$ cat config.mk
export PLATFORM = sky130hd
export DESIGN_NAME = dsack_generator
export DESIGN_NICKNAME = d
export VERILOG_FILES = /design/src/rtl/dsack_generator.sv
export SDC_FILE = /design/constraint.sdc
export NUM_CORES = 1
export LEC_CHECK = 0
export CAP_MARGIN = 10
export CORE_MARGIN = 1.5
export CORE_UTILIZATION = 40
export DETAILED_ROUTE_END_ITERATION = 7
export GPL_ROUTABILITY_DRIVEN = 0
export GPL_TIMING_DRIVEN = 0
export PLACE_DENSITY_LB_ADDON = 0.15
export SLEW_MARGIN = 20
export SYNTH_ARGS = -nofsm -noshare
export SYNTH_HDL_FRONTEND = slang
export SYNTH_SLANG_ARGS = --single-unit
$ cat constraint.sdc
create_clock -name CLK -period 1.74 [get_ports CLK]
set_input_delay 0.174 -clock CLK [delete_from_list [all_inputs] [get_ports CLK]]
set_output_delay 0.174 -clock CLK [all_outputs]
set_load 0.005 [all_outputs]
$ cat src/rtl/dsack_generator.sv
// dsack_generator: turns CPU address strobes plus decoded chip selects into
// registered DSACK/BERR bus-cycle terminations. Each channel has its own
// wait-state count and port size, or it can defer to an external slave.
// A watchdog raises bus error on cycles that nobody acknowledges.
module dsack_generator #(
    parameter int               NCH     = 4,
    parameter logic [NCH*4-1:0] WAITS   = '0,
    parameter logic [NCH*2-1:0] PORT    = '0,
    parameter logic [NCH-1:0]   EXTACK  = '0,
    parameter logic [7:0]       TIMEOUT = 8'd255
) (
    input  logic           CLK,
    input  logic           RST_n,
    input  logic           AS_n,
    input  logic           INH,
    input  logic [NCH-1:0] CS_n,
    input  logic           EXT_DSACK0_n,
    input  logic           EXT_DSACK1_n,
    output logic           DSACK0_n,
    output logic           DSACK1_n,
    output logic           BERR_n,
    output logic           BUSY
);

    localparam int CW = (NCH > 1) ? $clog2(NCH) : 1;

    typedef enum logic [2:0] {IDLE, WAIT, EXT, ACK, TERM} state_t;

    state_t          state_reg, state_next;
    logic [3:0]      wait_cnt_reg, wait_cnt_next;
    logic [7:0]      wdog_reg, wdog_next, wdog_inc;
    logic [CW-1:0]   chan_reg, chan_next;
    logic            chan_valid_reg, chan_valid_next;
    logic            as_prev_reg;
    logic            dsack0_n_reg, dsack0_n_next;
    logic            dsack1_n_reg, dsack1_n_next;
    logic            berr_n_reg, berr_n_next;

    logic [3:0]      wait_of [NCH];
    logic [1:0]      port_of [NCH];
    logic            ext_of  [NCH];
    logic            sel_found;
    logic [CW-1:0]   sel_idx;

    // Unpack the per-channel configuration vectors into indexable tables.
    generate
        for (genvar gi = 0; gi < NCH; gi++) begin : g_chan
            assign wait_of[gi] = WAITS[4*gi +: 4];
            assign port_of[gi] = PORT[2*gi +: 2];
            assign ext_of[gi]  = EXTACK[gi];
        end
    endgenerate

    // Strobe pattern {DSACK1_n, DSACK0_n} for a port size; reserved acts as 8-bit.
    function automatic logic [1:0] port_strobes(input logic [1:0] p);
        case (p)
            2'b01:   return 2'b01;
            2'b10:   return 2'b00;
            default: return 2'b10;
        endcase
    endfunction

    assign wdog_inc = wdog_reg + 8'd1;

    // Lowest-index asserted chip select wins.
    always_comb begin
        sel_found = 1'b0;
        sel_idx   = '0;
        for (int i = NCH - 1; i >= 0; i--) begin
            if (!CS_n[i]) begin
                sel_found = 1'b1;
                sel_idx   = CW'(i);
            end
        end
    end

    // Next-state and registered-output logic; outputs are computed from the
    // transition so that they change on the same edge as the state.
    always_comb begin
        state_next      = state_reg;
        wait_cnt_next   = wait_cnt_reg;
        wdog_next       = wdog_reg;
        chan_next       = chan_reg;
        chan_valid_next = chan_valid_reg;
        dsack0_n_next   = dsack0_n_reg;
        dsack1_n_next   = dsack1_n_reg;
        berr_n_next     = berr_n_reg;
        case (state_reg)
            IDLE: begin
                wdog_next     = 8'd0;
                dsack0_n_next = 1'b1;
                dsack1_n_next = 1'b1;
                berr_n_next   = 1'b1;
                // Only a fresh falling sample starts a cycle (matters after reset).
                if (!AS_n && as_prev_reg) begin
                    if (INH) begin
                        state_next = TERM;
                    end else begin
                        chan_next       = sel_idx;
                        chan_valid_next = sel_found;
                        wait_cnt_next   = 4'd0;
                        if (!sel_found) begin
                            state_next = WAIT;
                        end else if (ext_of[sel_idx]) begin
                            state_next = EXT;
                        end else if (wait_of[sel_idx] == 4'd0) begin
                            state_next = ACK;
                            {dsack1_n_next, dsack0_n_next} = port_strobes(port_of[sel_idx]);
                        end else begin
                            state_next    = WAIT;
                            wait_cnt_next = wait_of[sel_idx];
                        end
                    end
                end
            end
            WAIT: begin
                if (AS_n) begin
                    state_next = IDLE;
                end else begin
                    wdog_next = wdog_inc;
                    if (chan_valid_reg) begin
                        wait_cnt_next = wait_cnt_reg - 4'd1;
                    end
                    // Acknowledge beats a watchdog expiry on the same edge.
                    if (chan_valid_reg && wait_cnt_reg == 4'd1) begin
                        state_next = ACK;
                        {dsack1_n_next, dsack0_n_next} = port_strobes(port_of[chan_reg]);
                    end else if (wdog_inc == TIMEOUT) begin
                        state_next  = TERM;
                        berr_n_next = 1'b0;
                    end
                end
            end
            EXT: begin
                if (AS_n) begin
                    state_next = IDLE;
                end else begin
                    wdog_next = wdog_inc;
                    if (!EXT_DSACK0_n || !EXT_DSACK1_n) begin
                        state_next    = ACK;
                        dsack0_n_next = EXT_DSACK0_n;
                        dsack1_n_next = EXT_DSACK1_n;
                    end else if (wdog_inc == TIMEOUT) begin
                        state_next  = TERM;
                        berr_n_next = 1'b0;
                    end
                end
            end
            ACK, TERM: begin
                if (AS_n) begin
                    state_next    = IDLE;
                    dsack0_n_next = 1'b1;
                    dsack1_n_next = 1'b1;
                    berr_n_next   = 1'b1;
                end
            end
            default: begin
                state_next = IDLE;
            end
        endcase
    end

    // State and output registers, cleared immediately by reset.
    always_ff @(posedge CLK or negedge RST_n) begin
        if (!RST_n) begin
            state_reg      <= IDLE;
            wait_cnt_reg   <= 4'd0;
            wdog_reg       <= 8'd0;
            chan_reg       <= '0;
            chan_valid_reg <= 1'b0;
            as_prev_reg    <= 1'b0;
            dsack0_n_reg   <= 1'b1;
            dsack1_n_reg   <= 1'b1;
            berr_n_reg     <= 1'b1;
        end else begin
            state_reg      <= state_next;
            wait_cnt_reg   <= wait_cnt_next;
            wdog_reg       <= wdog_next;
            chan_reg       <= chan_next;
            chan_valid_reg <= chan_valid_next;
            as_prev_reg    <= AS_n;
            dsack0_n_reg   <= dsack0_n_next;
            dsack1_n_reg   <= dsack1_n_next;
            berr_n_reg     <= berr_n_next;
        end
    end

    assign DSACK0_n = dsack0_n_reg;
    assign DSACK1_n = dsack1_n_reg;
    assign BERR_n   = berr_n_reg;
    assign BUSY     = (state_reg != IDLE);

endmodule
==> reports/metrics.yaml <==
cp.arrival_ns: 2.13
vias: 1248
synth-edff-count: 0
grt_pass1_vias: 1188
worst_pin_slew_ns: 0.923
dieHeight_um: 60.9
setup_viol: 4
skew_ns: 0.00540
cp_max_fo: 6
status: "finished with violations"
grt_max_degree: 21
p_leak_nw: 0.690
seqPwrFrac: 0.316
drt_iter0_drc: 92
peakVddDrop_v: 0.000582
grt_antenna_before_repair: 0
clock_path_buffers: 2
cp.required_ns: 1.97
die_area_mm2: 0.00371
root_buffer: "clkbuf_4"
violations: "negative setup slack"
vias_per_cell: 5.70
post-route-drc-count: 0
wl_per_cell_um: 14.5
critPathKind: "reg2reg"
yosys.area.top_type_share: 0.317
clock_latency_ns: 0.31
cts_tree: "done"
slew_violations: 0
synthArstFlopShare: 1.00
switching_power_w: 0.000867
pre_cts_slack_ns: -0.371
coreArea_mm2: 0.00313
multi_input_area_um2: 845
clkSinkCount: 20
startpoint_type: "flop"
track_usage: 0.192
start_util: 0.429
finalSetupTns_ns: -0.366
synth_cells: 152
largest_reg_flops: 8
seqCellArea_um2: 504
htreeDepth: 1
ys.flop_type: "dfrtp_1"
switching_share: 0.391
io_buffers: 13
synth-seq-area-share: 0.376
grt_overflow: 0
post-dp-hpwl_um: 2200
p_clk_frac: 0.179
yosys_warnings: 0
clkSlewWorstSetupHoldPaths_ns: 0.13
ys_top_cells_by_area: "dfrtp_1, o21ai_0, dfstp_2, o31ai_1, ha_1"
antenna_cells: 0
synthToLayoutAreaGrowth_pct: 27.5
synth_cell_types: 45
layout-drive-gt1-share: 0.234
combPwrFrac: 0.505
synth_most_common_cell: "dfrtp_1"
syn_nets: 166
p_per_area_mw_per_mm2: 1300
numCtsBuffers: 3
cp-end-kind: "flop"
maxSlewHeadroom: 0.382
drtAntennaViolNets: 0
setup_ws_ns: -0.152
hold_violations: 0
yosys.area.top_type: "dfrtp_1"
synthTopCellsByCount: "dfrtp_1, o21ai_0, nand2_1, nor2_1"
syn_area_mm2: 0.00134
max_freq_mhz: 529
ys_ff_latch: 20
finalWorstPathRequiredPeriod_ns: 1.89
ios: 14
rsz0062_at_grt: "yes"
fin_crit_sh: 1.09
wl_um: 3180
final_nets: 190
hp-class: "in2async"
drtPass1Iterations: 4
p_int_w: 0.00135
synth_area_per_cell_um2: 8.82
drv_cap: 0
placementRows: 20
grt_pass1_wl_um: 5310
die_x_um: 60.9
ctsHoldBuffers: 0
num-fill-cells: 295
## metal layers
metal  up-vias  track usage  part of all wire
li1        598            -                 -
met1       595        0.246              0.43
met2        51        0.329              0.49
met3         4       0.0448             0.065
met4         0       0.0435             0.012
met5         -            0                 0
## cell type report
type	instances	area share
Timing Repair Buffer	20	0.108
Inverter	4	0.00878
Sequential cell	20	0.295
Clock buffer	3	0.0132
Tap cell	44	0.0322
Buffer	7	0.0322
Clock inverter	1	0.0176
Multi-Input combinational cell	120	0.494
## cells in the final DEF, fill, tap and decap left out, types with 5 or more instances in the layout
master / Yosys / final
nand2_1: 12 / 12
o21ai_0: 16 / 15
nand3_1: 6 / 6
nor2_1: 12 / 11
and2_1: 5 / 5
clkdlybuf4s50_1: 0 / 11
buf_4: 1 / 7
a21oi_1: 8 / 8
o31ai_1: 8 / 7
dfrtp_1: 17 / 17
## power groups by stage
| stage | logic, W | registers, W | clock network (W) |
|---|---|---|---|
| after floorplan | 0.000717 | 0.000673 | 0 |
| after global placement | 0.000963 | 0.000686 | 0 |
| after detailed placement | 0.000987 | 0.000692 | 0 |
| after CTS | 0.00106 | 0.000689 | 0.000402 |
| after global routing | 0.00125 | 0.000717 | 0.000424 |
| final | 0.00112 | 0.000701 | 0.000397 |
## worst max-delay path, cell delays in order (launching register included)
cell	delay [ns]
dfrtp_1	0.42
ha_4	0.18
nand3_4	0.07
or3_4	0.38
a211o_4	0.36
or3_1	0.32
o31ai_1	0.07
## per-stage QoR
step	cells	util	total power, W	hold slack, ns	cell area [um2]
after detailed placement	209	0.489	0.00168	0.472	1530
final	219	0.547	0.00222	0.359	1710
after global placement	209	0.489	0.00165	0.464	1530
after floorplan	152	-	0.00139	-0.122	1340
after CTS	218	0.534	0.00215	0.399	1670
after global routing	219	0.547	0.00239	0.427	1710
## cells by family (layout without fill, tap and decap cells)
kind of cell               count (synthesis)  count (layout)  synth area share
AOI/OAI and AO/OA                         43              43             0.202
xor gates and xnor gates                   5               5            0.0326
adders and majority gates                  4               4            0.0373
buffers and inverters                     12              35            0.0541
DFF                                       20              20             0.376
muxes                                      2               2            0.0168
and+or+nand+nor                           66              66             0.282
## worst paths after layout
check / cells after the start / endpoint / from / slack [ns]
max: 6 / state_reg[2] / wdog_reg[1] / -0.15
min: 1 / wdog_reg[0] / RST_n / 0.36
max reg2reg: 6 / state_reg[2] / wdog_reg[1] / -0.15
min reg2reg: 2 / BERR_n / BERR_n / 0.49
max in group asynchronous: 1 / wait_cnt_reg[2] / RST_n / 0.82
min in group CLK: 3 / state_reg[2] / INH / 0.45
## what timing repair did
item	CTS	global route
hold endpoints to repair	0	0
pin swaps	8	3
setup endpoints to repair	8	12
resized for setup	10	8
setup buffers	6	1
No activity file was read; power rests on OpenSTA's default activity.
